## config.mk

```make
export PLATFORM = sky130hd
export DESIGN_NAME = sys_bus_master
export DESIGN_NICKNAME = d
export VERILOG_FILES = /design/src/rtl/sys_bus_master.sv
export SDC_FILE = /design/constraint.sdc
export NUM_CORES = 1
export LEC_CHECK = 0
export CAP_MARGIN = 30
export CORE_MARGIN = 8
export CORE_UTILIZATION = 35
export DETAILED_ROUTE_END_ITERATION = 7
export PLACE_DENSITY = 0.76
export SETUP_SLACK_MARGIN = 0.05
export SYNTH_ARGS = -nofsm -noshare
export SYNTH_HDL_FRONTEND = slang
export SYNTH_SLANG_ARGS = --single-unit
```

## constraint.sdc

```tcl
create_clock -name clk_100mhz -period 3.05 [get_ports clk_100mhz]
set_input_delay 0.4575 -clock clk_100mhz [delete_from_list [all_inputs] [get_ports clk_100mhz]]
set_output_delay 0.4575 -clock clk_100mhz [all_outputs]
set_load 0.02 [all_outputs]
```

## src/rtl/sys_bus_master.sv

```systemverilog
`default_nettype none
// ---------------------------------------------------------------------------
// sys_bus_master : burst initiator driving word writes/reads into a register
// slave. Define BUS_MASTER_VERIFY_EN to read back and compare every write.
// Revision: 1.0
// ---------------------------------------------------------------------------
module sys_bus_master #(
  parameter logic [31:0] ADDR_BASE   = 32'h4060_0000,
  parameter int          LEN_W       = 6,
  parameter int          ACK_TIMEOUT = 64
) (
  input  logic             clk_100mhz,
  input  logic             rst_i,
  input  logic             cmd_valid,
  output logic             cmd_ready,
  input  logic             cmd_write,
  input  logic [19:0]      cmd_addr,
  input  logic [LEN_W-1:0] cmd_len,
  input  logic [31:0]      wr_data,
  input  logic             wr_valid,
  output logic             wr_ready,
  output logic [31:0]      rd_data,
  output logic             rd_valid,
  input  logic             rd_ready,
  output logic [31:0]      sys_addr,
  output logic [31:0]      sys_wdata,
  output logic [3:0]       sys_sel,
  output logic             sys_wen,
  output logic             sys_ren,
  input  logic [31:0]      sys_rdata,
  input  logic             sys_err,
  input  logic             sys_ack,
  output logic             done_o,
  output logic             err_o,
  output logic             busy_o
);

  localparam int               TMO_W    = $clog2(ACK_TIMEOUT);
  localparam logic [TMO_W-1:0] TMO_LAST = TMO_W'(ACK_TIMEOUT - 1);

  typedef enum logic [2:0] {
    IDLE     = 3'd0,
    FETCH    = 3'd1,
    ISSUE    = 3'd2,
    WAIT_ACK = 3'd3,
    PUSH     = 3'd4,
`ifdef BUS_MASTER_VERIFY_EN
    VISSUE   = 3'd6,
    VWAIT    = 3'd7,
`endif
    FINISH   = 3'd5
  } state_t;

  state_t           r_state;
  state_t           w_state_nxt;
  logic             r_write;
  logic [17:0]      r_off;
  logic [LEN_W-1:0] r_len;
  logic [LEN_W-1:0] r_idx;
  logic [TMO_W-1:0] r_tmo;
  logic             r_abort;
  logic [31:0]      r_addr;
  logic [31:0]      r_wdata;
  logic [31:0]      r_rdata;

  logic             w_accept;
  logic             w_idx_inc;
  logic             w_abort_set;
  logic             w_rd_cap;
  logic             w_last;
  logic             w_tmo_hit;
  logic             w_waiting;
  logic             w_strobe;
  logic             w_load_addr;
  logic [17:0]      w_issue_word;
  logic             w_unused_lsb;

  assign w_unused_lsb = ^cmd_addr[1:0];
  assign w_last       = (r_idx + LEN_W'(1)) == r_len;
  assign w_tmo_hit    = r_tmo == TMO_LAST;

  always_ff @(posedge clk_100mhz) begin
    if (rst_i) r_state <= IDLE;
    else       r_state <= w_state_nxt;
  end

  always_comb begin
    w_state_nxt = r_state;
    w_accept    = 1'b0;
    w_idx_inc   = 1'b0;
    w_abort_set = 1'b0;
    w_rd_cap    = 1'b0;
    w_waiting   = 1'b0;
    case (r_state)
      IDLE: if (cmd_valid) begin
        w_accept = 1'b1;
        if (cmd_len == '0)  w_state_nxt = FINISH;
        else if (cmd_write) w_state_nxt = FETCH;
        else                w_state_nxt = ISSUE;
      end
      FETCH: if (wr_valid) w_state_nxt = ISSUE;
      ISSUE: w_state_nxt = WAIT_ACK;
      WAIT_ACK: begin
        w_waiting = 1'b1;
        if (sys_ack) begin
          if (sys_err) begin
            w_abort_set = 1'b1;
            w_state_nxt = FINISH;
          end else if (!r_write) begin
            w_rd_cap    = 1'b1;
            w_state_nxt = PUSH;
          end else begin
`ifdef BUS_MASTER_VERIFY_EN
            w_state_nxt = VISSUE;
`else
            w_idx_inc   = 1'b1;
            w_state_nxt = w_last ? FINISH : FETCH;
`endif
          end
        end else if (w_tmo_hit) begin
          w_abort_set = 1'b1;
          w_state_nxt = FINISH;
        end
      end
      PUSH: if (rd_ready) begin
        w_idx_inc   = 1'b1;
        w_state_nxt = w_last ? FINISH : ISSUE;
      end
`ifdef BUS_MASTER_VERIFY_EN
      VISSUE: w_state_nxt = VWAIT;
      VWAIT: begin
        w_waiting = 1'b1;
        if (sys_ack) begin
          if (sys_err || (sys_rdata != r_wdata)) begin
            w_abort_set = 1'b1;
            w_state_nxt = FINISH;
          end else begin
            w_idx_inc   = 1'b1;
            w_state_nxt = w_last ? FINISH : FETCH;
          end
        end else if (w_tmo_hit) begin
          w_abort_set = 1'b1;
          w_state_nxt = FINISH;
        end
      end
`endif
      FINISH:  w_state_nxt = IDLE;
      default: w_state_nxt = IDLE;
    endcase
  end

  // The word about to be strobed; a PUSH handshake moves on to the next index.
  always_comb begin
    if (r_state == IDLE) w_issue_word = cmd_addr[19:2];
    else                 w_issue_word = r_off + 18'(r_idx) + ((r_state == PUSH) ? 18'd1 : 18'd0);
  end

  assign w_load_addr = (w_state_nxt == ISSUE) && (r_state != ISSUE);

  always_ff @(posedge clk_100mhz) begin
    if (rst_i) begin
      r_write <= 1'b0;
      r_off   <= '0;
      r_len   <= '0;
      r_idx   <= '0;
      r_tmo   <= '0;
      r_abort <= 1'b0;
      r_addr  <= '0;
      r_wdata <= '0;
      r_rdata <= '0;
    end else begin
      if (w_accept) begin
        r_write <= cmd_write;
        r_off   <= cmd_addr[19:2];
        r_len   <= cmd_len;
        r_idx   <= '0;
        r_abort <= 1'b0;
      end else if (w_idx_inc) begin
        r_idx <= r_idx + LEN_W'(1);
      end
      if (w_abort_set)                     r_abort <= 1'b1;
      if (w_load_addr)                     r_addr  <= {ADDR_BASE[31:20], w_issue_word, 2'b00};
      if ((r_state == FETCH) && wr_valid)  r_wdata <= wr_data;
      if (w_rd_cap)                        r_rdata <= sys_rdata;
      r_tmo <= w_waiting ? r_tmo + TMO_W'(1) : '0;
    end
  end

`ifdef BUS_MASTER_VERIFY_EN
  assign sys_ren = ((r_state == ISSUE) && !r_write) || (r_state == VISSUE);
`else
  assign sys_ren = (r_state == ISSUE) && !r_write;
`endif
  assign sys_wen   = (r_state == ISSUE) && r_write;
  assign w_strobe  = sys_wen || sys_ren;
  assign sys_sel   = w_strobe ? 4'hF : 4'h0;
  assign sys_addr  = r_addr;
  assign sys_wdata = r_wdata;
  assign rd_data   = r_rdata;
  assign rd_valid  = r_state == PUSH;
  assign wr_ready  = r_state == FETCH;
  assign cmd_ready = r_state == IDLE;
  assign busy_o    = r_state != IDLE;
  assign done_o    = r_state == FINISH;
  assign err_o     = (r_state == FINISH) && r_abort;

endmodule
`default_nettype wire
```

==> reports/metrics.csv, run 1 <==
metric;value;unit
period_needed;2.74;ns
holdBufCountCts;0;
core.rowCount;45;
hold_viol_final;0;
dp.final_hpwl;11300;um
vdd_ir_drop_max;0.391;mV
tritoncts.num_buffers;17;
max_capacitance_violation_count;0;
finalInstanceArea;7990;um^2
fp.dieArea;19800;um^2
internal_power;3.23;mW
worstSetupEndpointType;flip-flop;
finalSetupViolations;0;
io_pins;206;
route.final.wire_length;15800;um
antenna_found_initial;0;
gp_congestion;0.791;
remaining_number_of_nets_flagged_by_the_antenna_check_after_routing;0;
grtUsageTotal;0.158;
postSynth.topFlopCell;dfxtp_1;
fp.coreArea;15200;um^2
global_route.overflow_total;0;
maxSlewViolCount;0;
die-height;141;um
clk-insertion-delay-late;0.42;ns
comb_power_share;0.190;
cts.reportedPaths.clkPinSlew;0.06;ns
firstDrtPassIters;4;
worst-path-max-fanout;8;
timing.setup.tns;0;ns
syn_area_per_cell;7.84;um^2
synth_enable_flop_cells;0;
cp.required;3.40;ns
critical_path.reg2reg.endpoint;sys_addr[10];
hold-path-endpoint;r_tmo[0];
pin_count_of_the_biggest_net_entering_global_routing;53;
unrepaired_setup_endpoints_after_global_routing;no;
netlist_instances;693;
grt_busiest_layer;met2;
slew_headroom;0.622;
hold_path_depth;1;
cp_data_arrival_time;3.08;ns
tritoncts;built;
n_antenna_cell;0;
post_route_cells_drive_above_1_share;0.0590;
worstHoldPathType;flip-flop to flip-flop;
drt-vias-per-instance;4.80;
post-cts-setup-buffer-count;0;
nets;976;
regToRegSetupSlack;0.31;ns
critical_path_class;flip-flop to flip-flop;
fraction_of_power_spent_switching_nets;0.283;
grtUsageMet2;0.253;
number_of_distinct_standard_cells_referenced_by_the_synthesized_netlist;48;
start_util;0.358;
first_iter_violations;305;
grtUsageMet1;0.189;
wire_per_inst;14.7;um
netSwitchingPower;1.28;mW
tightestPinTransition;0.567;ns
synth_sequential_area_ratio;0.457;
power.share.clock;0.416;
outcome;completed;
startpoint_kind_of_the_worst_setup_timing_path;flip-flop;
die_width;141;um
dpl_cell_area;7430;um^2
cts_num_sinks;124;
fin_crit_sh;0.898;
worst_r2r_path_depth;12;
cts_htree_levels;4;
vias;5139;
post-route-worst-setup-slack;0.311;ns
synthArstFlopShare;0;
synthesis.area;5440;um^2
power_frac_seq;0.394;
drcViolationCount;0;
use_met3;0.0672;
static-leakage-power;2.87;nW
post_place_worst_slack;0.177;ns
grt_first_pass_wirelength;25100;um
hold_path.startpoint;r_tmo[0];
reg2reg_launch_point;r_state[1];
port_buffers;192;
clock-skew-final;0.0107;ns
cts_root_buffer;clkbuf_16;
ys.warnings.count;0;
cts-resized-gates;0;
power_per_standard_cell_area;564;nW/um^2
fmaxAchievable;365;MHz
clock_tree.buffer_depth;2;
postSynthRegisterBits;124;
area_delta_synth_final;47.1;%
first_global_vias;4852;
[cells by family after synthesis]
kind of cell,count (synthesis),synth area share
DFF,124,0.457
xor gates and xnor gates,29,0.0467
adders and majority gates,9,0.0235
AOI/OAI and AO/OA,152,0.160
and+or+nand+nor,303,0.238
muxes,6,0.0111
buffers and inverters,69,0.0638
other,1,0.000690
[power by group through the flow]
stage / sequential [mW] / clock [mW] / combinational (mW)
floorplan: 1.88 / 0 / 0.425
global placement: 1.81 / 0 / 0.852
detailed placement: 1.81 / 0 / 0.859
CTS: 1.78 / 1.93 / 0.865
global route: 1.79 / 2.01 / 0.930
finish: 1.78 / 1.88 / 0.855
[worst max path at each step]
stage / start / endpoint / slack [ns]
global route: r_state[1] / sys_addr[17] / 0.07
finish: r_state[1] / sys_addr[10] / 0.31
detailed placement: r_state[1] / sys_addr[10] / 0.18
global placement: r_state[1] / sys_addr[10] / 0.27
CTS: r_state[1] / sys_addr[10] / 0.13
floorplan: r_state[0] / sys_addr[10] / 0.54
[area by class of cell]
type                            count  area [um^2]
Clock buffer                       18          429
Clock inverter                     14          123
Fill cell                        1413         7210
Inverter                           13         53.8
Multi-Input combinational cell    510         2650
Sequential cell                   124         2480
Tap cell                          188          235
Timing Repair Buffer              203         2010
[critical path, stage by stage, from the launching register on]
cell and delay, ns:
dfxtp_2 0.39, nor2_1 0.05, nand2_1 0.15, fa_1 0.23
inv_1 0.06, fa_1 0.43, a211oi_2 0.32, o21bai_1 0.12
a21oi_1 0.24, nand3b_1 0.16, xor2_1 0.08, a211o_1 0.29
a21oi_1 0.13
[layout by cell type, fill, tap and decap left out, types with 2 or more instances in the layout]
cell | netlist | final
clkinvlp_4 | 0 | 5
nor2b_1 | 4 | 4
fa_1 | 2 | 2
xnor2_1 | 15 | 15
nand2b_1 | 9 | 9
mux2i_1 | 6 | 6
or2_1 | 2 | 2
o21a_1 | 2 | 2
clkdlybuf4s50_1 | 0 | 191
ha_1 | 7 | 7
o21bai_1 | 2 | 2
nand2_1 | 207 | 207
a21oi_1 | 108 | 108
clkbuf_16 | 0 | 17
o21ai_0 | 11 | 11
or4_1 | 2 | 2
clkinv_2 | 0 | 4
inv_1 | 12 | 12
and2_1 | 5 | 5
a211o_1 | 11 | 11
nand3b_1 | 6 | 6
xor2_1 | 14 | 14
inv_6 | 0 | 2
nand4_1 | 2 | 2
nor2_1 | 36 | 36
nand3_1 | 11 | 11
nor3_1 | 9 | 8
nor3_2 | 1 | 2
conb_1 | 1 | 11
clkinv_4 | 1 | 3
a221oi_1 | 2 | 2
a21o_1 | 5 | 5
buf_4 | 17 | 11
o31ai_1 | 3 | 3
dfxtp_1 | 124 | 123
a31oi_1 | 2 | 2
[synthesized netlist by cell type, types with 7 or more instances]
| master | instances | area (um^2) |
|---|---|---|
| a211o_1 | 11 | 96.3 |
| a21oi_1 | 108 | 541 |
| buf_4 | 17 | 128 |
| clkbuf_1 | 34 | 128 |
| dfxtp_1 | 124 | 2480 |
| ha_1 | 7 | 87.6 |
| inv_1 | 12 | 45.0 |
| nand2_1 | 207 | 777 |
| nand2b_1 | 9 | 56.3 |
| nand3_1 | 11 | 55.1 |
| nor2_1 | 36 | 135 |
| nor3_1 | 9 | 45.0 |
| o21ai_0 | 11 | 55.1 |
| xnor2_1 | 15 | 131 |
| xor2_1 | 14 | 123 |
[routing by layer]
layer / part of all wire / wire length (um)
met5: 0 / 0
met4: 0.0071 / 112
met3: 0.082 / 1290
met1: 0.43 / 6810
met2: 0.48 / 7550
[flip-flops by register name, indices dropped and copies added (netlist names)]
name and cells:
sys_wdata 32, rd_data 32, r_state 3, r_write 1
r_tmo 6, r_off 18, r_len 6, r_idx 6
sys_addr 19, r_abort 1
[metrics by stage]
step                      hold WS [ns]  utilization  std cells  power [mW]
after floorplan                  0.413            -        703        2.30
after global placement           0.429        0.489       1038        2.66
after detailed placement         0.433        0.489       1038        2.67
after CTS                        0.440        0.525       1070        4.57
after global routing             0.455        0.526       1070        4.73
final                            0.440        0.526       1070        4.51
Note: power is estimated with default switching activity, not from simulation.
==> run 2: changes to the inputs <==
- CELL_PAD_IN_SITES_DETAIL_PLACEMENT: default -> 1
- CELL_PAD_IN_SITES_GLOBAL_PLACEMENT: default -> 1
- CORE_UTILIZATION: 35 -> 31
- PLACE_DENSITY: 0.76 -> 0.9
==> run 2 against run 1 <==
  * Core utilization decreased by 5.5 points
  * Global-route usage increased by 0.93 points
  * Cell count increased by 3.6%
  * Largest power group unchanged
  * Sequential cell count unchanged
  * Clock-buffer cell count increased by 6
  * Worst setup slack improved by 0.013 ns
  * Power increased by 5.7%
  * Via count increased by 3.3%
  * Worst hold slack improved by 0.0031 ns
  * Highest routed layer unchanged
==> reports/metrics.csv, run 2 (synthesis gave the netlist of run 1 again) <==
metric;value;unit;change
critPathSlowestCell;fa_1;;unchanged
hold_viol_final;0;;unchanged
worstSetupStartpoint;r_state[2];;was r_state[1]
drt-vias-per-instance;4.79;;was 4.80
slowest_delay;0.46;ns;was 0.43 ns
maxSlewViolCount;0;;unchanged
cp_top_family;compound AO/OA/AOI/OAI gates;;unchanged
cp_data_arrival_time;3.07;ns;was 3.08 ns
remaining_number_of_nets_flagged_by_the_antenna_check_after_routing;0;;unchanged
holdBufCountCts;0;;unchanged
post_route_cells_drive_above_1_share;0.0578;;was 0.0590
worst-path-max-fanout;7;;was 8
core.rowCount;48;;was 45
firstDrtPassIters;6;;was 4
cts-resized-gates;0;;unchanged
fin_crit_sh;0.893;;was 0.898
cts.reportedPaths.clkPinSlew;0.06;ns;about the same
finalSetupViolations;0;;unchanged
final_cell_count_no_fill;1108;;was 1070
multi_input_comb_area;2650;um^2;unchanged
grtUsageTotal;0.167;;was 0.158
slew_headroom;0.577;;was 0.622
period_needed;2.73;ns;was 2.74 ns
worstSetupEndpointType;flip-flop;;unchanged
hold_path.startpoint;r_tmo[0];;unchanged
clock-skew-final;0.00502;ns;was 0.0107 ns
register_area;2480;um^2;about the same
global_route.overflow_total;0;;unchanged
finalCoreUtilization;0.471;;was 0.526
first_global_vias;5621;;was 4852
area_delta_synth_final;49.3;%;was 47.1%
static-leakage-power;2.92;nW;was 2.87 nW
power_per_standard_cell_area;588;nW/um^2;was 564 nW/um^2
tightestPinTransition;0.635;ns;was 0.567 ns
cp_cell_sequence;nand2_1, fa_1, inv_1, fa_1, a211oi_2, o21ai_0, nand2_1, xnor2_1, a211o_1, a21oi_1;;was nor2_1, nand2_1, fa_1, inv_1, fa_1, a211oi_2, o21bai_1, a21oi_1, nand3b_1, xor2_1, a211o_1, a21oi_1
tritoncts;built;;unchanged
vdd_ir_drop_max;0.381;mV;was 0.391 mV
fp.coreArea;17200;um^2;was 15200 um^2
drcViolationCount;0;;unchanged
die_width;148;um;was 141 um
port_buffers;192;;unchanged
fmaxAchievable;367;MHz;was 365 MHz
cp.required;3.40;ns;about the same
worstHoldPathType;flip-flop to flip-flop;;unchanged
io_pins;206;;unchanged
clk-insertion-delay-late;0.41;ns;was 0.42 ns
first_iter_violations;264;;was 305
n_antenna_cell;0;;unchanged
cts_num_sinks;124;;unchanged
worst-path-buf-inv;1;;unchanged
vias;5311;;was 5139
whs;0.443;ns;was 0.440 ns
startpoint_kind_of_the_worst_setup_timing_path;flip-flop;;unchanged
pin_count_of_the_biggest_net_entering_global_routing;57;;was 53
antenna_found_initial;0;;unchanged
most_frequent_standard_cell_in_the_layout_excluding_fill_and_tap_cells;nand2_1;;unchanged
die-height;148;um;was 141 um
outcome;completed;;unchanged
max_capacitance_violation_count;0;;unchanged
unrepaired_setup_endpoints_after_global_routing;yes;;was no
start_util;0.315;;was 0.358
fp.dieArea;22000;um^2;was 19800 um^2
reg2reg_launch_point;r_state[2];;was r_state[1]
critical_path_class;flip-flop to flip-flop;;unchanged
timing.setup.tns;0;ns;unchanged
post-cts-setup-buffer-count;0;;unchanged
clock_tree.buffer_depth;2;;unchanged
cts_htree_levels;4;;unchanged
route.final.wire_length;18400;um;was 15800 um
most-common-layout-cells;nand2_1, clkdlybuf4s50_1, dfxtp_1;;unchanged
grt_first_pass_wirelength;29300;um;was 25100 um
gp_congestion;0.800;;was 0.791
finalInstanceArea;8110;um^2;was 7990 um^2
dp_cells;1077;;was 1038
count_of_filler_cells_inserted_in_the_layout;2061;;was 1413
dp.final_hpwl;13500;um;was 11300 um
cts_root_buffer;clkbuf_16;;unchanged
dpl_cell_area;7500;um^2;was 7430 um^2
nets;978;;was 976
tritoncts.num_buffers;17;;unchanged
wire_per_inst;16.6;um;was 14.7 um
[run 2: cell count changes in the layout (fill, tap and decap cells not counted), sizes merged]
cell      previous run  this run
clkinvlp             5         0
inv                 14        12
clkbuf              18        24
bufinv               1         3
buf                 12        14
clkinv               7         5
[run 2: worst paths after layout]
kind	end	slack, ns	depth (start not counted)
worst min register to register	r_tmo[0]	0.44	1
worst max register to register	sys_addr[14]	0.32	10
worst min-delay path	r_tmo[0]	0.44	1
worst max-delay path	sys_addr[14]	0.32	10
[run 2: power by group]
group	switching, mW	internal (mW)
combinational	0.475	0.406
sequential	0.0640	1.72
clock	0.724	1.38
[run 2: final cells by class]
cell class / instances / area share
clock buffers: 24 / 0.0618
repair buffers: 205 / 0.250
multi-input cells: 510 / 0.327
clock inverters: 7 / 0.0136
flip-flops and latches: 124 / 0.306
well taps: 225 / 0.0347
inverters: 13 / 0.00663
[run 2: worst register-to-register path, cell delays in order (launching register included)]
cell	delay [ns]
dfxtp_1	0.42
nand2_1	0.16
fa_1	0.46
inv_1	0.10
fa_1	0.26
a211oi_2	0.12
o21ai_0	0.38
nand2_1	0.16
xnor2_1	0.18
a211o_1	0.30
a21oi_1	0.13
[run 2: stage by stage]
stage	worst slack [ns]	power [mW]
floorplan	0.537	2.30
global placement	0.271	2.68
detailed placement	0.241	2.70
CTS	0.207	4.83
global route	0.0396	4.97
finish	0.325	4.77
[run 2: metal layers]
layer	part of all wire	GRT usage	up-vias
met2	0.49	0.287	156
met5	0	0	-
met4	0.018	0.0597	0
li1	-	-	2615
met3	0.076	0.0629	25
met1	0.41	0.184	2515
